### src/rtl/usf_antidiff_recover.sv
// usf_antidiff_recover: folds the N-th difference into the modulo range, then integrates the residual N times to unfold y
// ports: clk, reset (sync active-low), en sample strobe, y modulo sample, diff_in N-th difference,
//        busy/valid handshake, out recovered sample (holds between updates), overrun sticky drop flag
module usf_antidiff_recover #(
   parameter int max_order   = 3,
   parameter int lambda_log2 = 10,
   parameter int acc_width   = 32
) (
   input  logic                        clk,
   input  logic                        reset,
   input  logic                        en,
   input  logic signed [15:0]          y,
   input  logic signed [15:0]          diff_in,
   output logic                        busy,
   output logic                        valid,
   output logic signed [acc_width-1:0] out,
   output logic                        overrun
);
   localparam int jw = max_order > 1 ? $clog2(max_order) : 1;
   localparam logic [1:0] s_idle = 2'd0, s_fold = 2'd1, s_acc = 2'd2, s_done = 2'd3;
   localparam logic [acc_width-1:0] lam = acc_width'(1) << lambda_log2;
   localparam logic [acc_width-1:0] mask = (acc_width'(1) << (lambda_log2 + 1)) - acc_width'(1);
   localparam logic [jw-1:0] last = jw'(max_order - 1);
   logic [1:0] state;
   logic [jw-1:0] j;
   logic signed [15:0] y_r;
   logic signed [acc_width-1:0] d_r, v, eps, acc_sum;
   logic [acc_width-1:0] folded;
   // sized to a power of two so the stage index never points outside the array
   logic signed [acc_width-1:0] a [2**jw];
   always_comb begin
      folded = ((d_r + lam) & mask) - lam;
      eps = folded - d_r;
      acc_sum = a[j] + v;
   end
   assign busy = state != s_idle;
   always_ff @(posedge clk) begin
      if (!reset) begin
         state <= s_idle;
         valid <= 1'b0;
         out <= '0;
         overrun <= 1'b0;
         j <= '0;
         v <= '0;
         y_r <= '0;
         d_r <= '0;
         for (int i = 0; i < 2**jw; i++) a[i] <= '0;
      end else begin
         valid <= 1'b0;
         if (en && state != s_idle) overrun <= 1'b1;
         case (state)
            s_idle: if (en) begin
               y_r <= y;
               d_r <= acc_width'(diff_in);
               j <= '0;
               state <= s_fold;
            end
            s_fold: begin
               v <= eps;
               state <= s_acc;
            end
            s_acc: begin
               a[j] <= acc_sum;
               v <= acc_sum;
               j <= j + 1'b1;
               // out/valid are registered on the final stage so they are visible during the DONE cycle
               if (j == last) begin
                  out <= acc_width'(y_r) + acc_sum;
                  valid <= 1'b1;
                  state <= s_done;
               end
            end
            default: state <= s_idle;
         endcase
      end
   end
endmodule

### config.mk
export PLATFORM = sky130hd
export DESIGN_NAME = usf_antidiff_recover
export DESIGN_NICKNAME = d
export VERILOG_FILES = /design/src/rtl/usf_antidiff_recover.sv
export SDC_FILE = /design/constraint.sdc
export NUM_CORES = 1
export LEC_CHECK = 0
export CAP_MARGIN = 20
export CORE_ASPECT_RATIO = 1.4
export CORE_UTILIZATION = 62
export CTS_BUF_LIST = sky130_fd_sc_hd__clkbuf_2
export CTS_CLUSTER_DIAMETER = 50
export DETAILED_ROUTE_END_ITERATION = 6
export PLACE_DENSITY = 0.82
export REMOVE_ABC_BUFFERS = 1
export SETUP_SLACK_MARGIN = 0.15
export SLEW_MARGIN = 20
export SYNTH_ARGS = -nofsm -noshare
export SYNTH_HDL_FRONTEND = slang
export SYNTH_SLANG_ARGS = --single-unit
### constraint.sdc
create_clock -name clk -period 7.6 [get_ports clk]
set_input_delay 1.9 -clock clk [delete_from_list [all_inputs] [get_ports clk]]
set_output_delay 1.9 -clock clk [all_outputs]
set_load 0.005 [all_outputs]
# Yosys cells after proc, flatten, opt, wreduce, memory -nomap -nowiden

Memory sizes are Yosys's and may differ from the RTL's. A register that Yosys moved wholly into a read port is not among the register bits.
Index checks and enable logic that the tools add are counted.

Muxes and demuxes: 16
Eq/ne operators: 5
Reductions and logical operators: 11
$add $sub $neg: 6

Operators with widths:

| operator               | number |
|---|---|
| $pmux 32 s2            | 1 |
| $add 16x32->32         | 1 |
| $add 32x32->32         | 1 |
| $mux 32                | 1 |
| $reduce_or 32->1       | 1 |
| $sub 12x16->17         | 1 |
| $mux 2                 | 6 |
| $sub 11x11->12 const B | 1 |
| $add 11x11->11 const B | 1 |
| $reduce_and 2->1       | 5 |
| $mux 1                 | 6 |
| $pmux 2 s3             | 1 |
| $reduce_bool 2->1      | 3 |
| $eq 2x2->1 const B     | 2 |
| $ne 2x2->1 const B     | 2 |
| $pmux 2 s2             | 1 |
| $add 2x1->2 const B    | 1 |
| $eq 2x1->1 const B     | 1 |
| $logic_not 2->1        | 1 |
| $logic_and 1x1->1      | 1 |

Input port bits: 35
Bits in writable memories: 128
Memories kept: 1
Bits in registers: 102
Output and inout bits: 35

Memory list:

| memory | words | bits a word | rd ports | clocked after Yosys merged registers in | write ports | RTL line | source |
|---|---|---|---|---|---|---|---|
| a      | 4     | 32          | 1        | 1                                       | 4           | 30       | `logic signed [acc_width-1:0] a [2**jw];` |

# Logic depth before layout (Yosys ltp)

Depth after elaboration: 6
Depth in mapped cells: 23
Mapped depth without buffers: 21

# Worst setup path before layout

OpenSTA, ideal clock, no wires.

Path kind: register to register
From: register with a tool-made name
To: register out[31]
Arrival time: 5.729 ns
Required time: 7.480 ns
Period minus slack after synthesis: 5.848 ns
Slack: 1.752 ns
Stages on the path, launching flop included: 24
Path buffers: 2
Path through: dfxtp_1 > buf_6 > clkbuf_1 > mux4_2 > ha_1 > fa_1 > a21o_1 > a21oi_1 > o21ai_1 > a31oi_1 > o21ai_1 > a41oi_1 > xor2_1 > inv_2 > ha_1 > and2_1 > a221oi_1 > o21ai_0 > a2111o_1 > a31oi_1 > nor4_1 > a211oi_1 > or3_1 > nand3_1

RTL lines:

| item                   | RTL line | source |
|---|---|---|
| end signal: assignment | 68       | `out <= acc_width'(y_r) + acc_sum;` |
| end: declaration       | 16       | `output logic signed [acc_width-1:0] out,` |

==> results.md <==
* DRC at 0
* Drt total wl at 28,800 um
* Setup TNS at 0 ns
* Fin crit share at 0.861
* Die area at 20,400 um^2
* CTS tree: built
* Post-synth cell types at 67
* Cells after Synth at 1,258
* Nets at 1,440
* Cell Area, Synth at 12,300 um^2
* Skew-Pair Late Insertion Delay at 0.78 ns
* Worst Skew at 0.0409 ns
* FP Rows at 60
* Max-slew headroom at 0.373
* Max clock buf depth at 3
* Worst setup margin at 1.05 ns
* Core Area at 19,300 um^2
* Mean Syn Cell Area at 9.75 um^2
* Antenna violation net count after detailed routing at 0
* Reg2reg end: out[31]
* Startpoint Class: flip-flop
* Layout cell share with drive strength beyond 1 at 0.106
* Vias/cell at 6.02
* Pwr dens at 284 nW/um^2
* Max-slew violations at 0
* Outcome: finished, final reports clean
* Hold endpoint: out[3]
* WP data arrival at 7.21 ns
* PortBufs at 59
* Post_cts resized at 0
* Seq cells post-synth at 222
* Clock sinks at 222
* DRT iter0 DRCs at 714
* H-Tree Depth at 2
* Setup violations, final at 0
* Starting Density at 0.636
* CTS Root Cell: clkbuf_2
* R2R cell count at 21
* Number of global-route vias before repair at 9,739
* Commonest non-fill, non-tap cell in the layout: nor2_1
* First-pass GRT wire length at 46,500 um
* FILL cells at 1,442
* Routed wire per std cell at 17.8 um
* Yosys warnings at 0
* Largest net degree at the start of global routing at 74
* Hold WC Path Type: flip-flop to flip-flop
* Worst Path Max Fanout at 17
* Vias at 9,721
* Sequential area share after synthesis at 0.467
* GPL Wtd Cong at 0.929
* Final hold vios at 0
* EDFF count, synth at 128
* HPWL Detailed at 20,100 um
* Slew of the pin with the lowest slew margin at 0.941 ns
* Area Overhead vs Synth at 10.6%
* Setup crit end kind: flip-flop
* Initial antenna violation count at 1
* Post-CTS setup buffer count at 0
* Max-cap violations at 0
* Most frequent cells in the layout: 204 x nor2_1, 130 x nand2_1, 128 x edfxtp_1, 125 x a21oi_1, 93 x dfxtp_1
* Max frequency at 153 MHz
* Die X at 121 um
* Top FF cell, synth: edfxtp_1
* Register clock-pin slew on the reported worst setup and hold paths at 0.11 ns
* Hold path depth at 2
* Req. time, crit path at 8.27 ns
* Drt first pass iters at 5
* I/O Pins at 70
* R2r setup slk at 1.05 ns
* Shortest period the worst path allows at 6.55 ns
* Congestion Overflow GR at 0
* Place WS at 1.10 ns
* All-Layer GR Usage at 0.289
* RSZ-0062 raised after global routing: no
* Fin util at 0.703
* Hold Buf Count CTS at 0
* VDD IR max at 0.175 mV
* Chip Height at 168 um
* Hold Path Origin: out[3]
* CTS buffer count at 50
* Async set-reset flop share out of synthesis at 0
* Leakage at 5.55 nW
* Crit path kind: flip-flop to flip-flop
[registers in the layout, summed over array words and instances, names as in the netlist, named ones only]
register	cells
a	128
d_r	6
j	2
out	32
overrun	1
state	2
v	32
valid	1
y_r	16
[worst max-delay path, cell delays in order, from the launching register on]
cell and delay, ns:
dfxtp_2 0.73, mux4_2 0.58, ha_1 0.23, fa_1 0.42, a21o_1 0.18, a21oi_1 0.25, o21ai_1 0.17, a31oi_1 0.43
o21ai_1 0.21, a41oi_1 0.27, xor2_1 0.44, inv_2 0.10, ha_1 0.32, and2_1 0.19, a221oi_1 0.32, o21ai_0 0.18
a2111o_1 0.39, a31oi_1 0.36, nor4_1 0.10, a211oi_1 0.33, or3_1 0.17, nand3_1 0.06
[Yosys cell counts (4+ instances only)]
| library cell | instances | area share |
|---|---|---|
| nor2_1 | 204 | 0.062 |
| nand2_1 | 130 | 0.040 |
| edfxtp_1 | 128 | 0.31 |
| a21oi_1 | 125 | 0.051 |
| dfxtp_1 | 94 | 0.15 |
| ha_1 | 77 | 0.079 |
| inv_1 | 55 | 0.017 |
| clkbuf_1 | 51 | 0.016 |
| o21ai_0 | 46 | 0.019 |
| xnor2_1 | 35 | 0.025 |
| mux4_2 | 32 | 0.059 |
| a21o_1 | 30 | 0.018 |
| nand3_1 | 23 | 0.0094 |
| xor2_1 | 15 | 0.011 |
| a211oi_1 | 14 | 0.0086 |
| nor3_1 | 13 | 0.0053 |
| o21a_1 | 13 | 0.0080 |
| nand2b_1 | 11 | 0.0056 |
| o211ai_1 | 11 | 0.0067 |
| or3_1 | 10 | 0.0051 |
| and2_1 | 9 | 0.0046 |
| and3_1 | 9 | 0.0046 |
| o21ai_1 | 9 | 0.0037 |
| buf_1 | 8 | 0.0024 |
| nand4_1 | 8 | 0.0041 |
| a31oi_1 | 7 | 0.0036 |
| nor2b_1 | 7 | 0.0036 |
| o21bai_1 | 7 | 0.0043 |
| nor3b_1 | 6 | 0.0037 |
| mux2i_1 | 5 | 0.0041 |
| a311oi_1 | 4 | 0.0029 |
| nor4_1 | 4 | 0.0020 |
| o221a_1 | 4 | 0.0037 |
| o31ai_1 | 4 | 0.0024 |
[final cells by class]
type	count	area (um^2)	area share
diodes	1	2.50	0.000184
clock buffers	76	380	0.0280
clock inverters	16	118	0.00867
inverters	58	218	0.0160
multi-input cells	916	6080	0.448
flip-flops and latches	222	5730	0.422
well taps	248	310	0.0229
repair buffers	78	733	0.0540
[worst max path at each step]
| stage | startpoint | to | slack, ns | cells past startpoint |
|---|---|---|---|---|
| 2_1_floorplan | flip-flop | out[31] | 1.16 | 21 |
| 3_3_place_gp | flip-flop | out[31] | 1.17 | 21 |
| 3_5_place_dp | flip-flop | out[31] | 1.10 | 21 |
| 4_1_cts | flip-flop | out[31] | 1.09 | 21 |
| 5_1_grt | flip-flop | out[31] | 0.57 | 21 |
| 6_report | flip-flop | out[31] | 1.05 | 21 |
[metal layers]
metal | vias to the layer above | track usage | routed length, um
met5 | - | 0 | 0
met3 | 68 | 0.0373 | 1830
met1 | 4616 | 0.353 | 11300
met4 | 0 | 0.103 | 844
li1 | 4696 | - | -
met2 | 341 | 0.519 | 14800
[power breakdown]
group / internal [mW] / switching (mW)
combinational: 0.580 / 1.04
sequential: 1.38 / 0.0682
clock: 0.335 / 0.456
[metrics by stage]
step	hold WS [ns]	cell area (um^2)	cells	power [mW]
floorplan	0.436	12000	1196	2.64
global placement	0.439	13100	1522	3.01
detailed placement	0.446	13100	1522	3.05
CTS	0.460	13600	1614	3.84
global route	0.479	13600	1615	4.09
finish	0.460	13600	1615	3.86
[kinds of logic after synthesis]
kind of cell,after synthesis,share of synthesized area
multiplexers,37,0.0628
XOR/XNOR,51,0.0370
buffers and inverters,120,0.0375
AND/OR/NAND/NOR,444,0.158
flip-flops,222,0.467
adder cells (fa/ha/maj),79,0.0818
AO/OA/AOI/OAI,305,0.156
No activity file was read; power rests on OpenSTA's default activity.
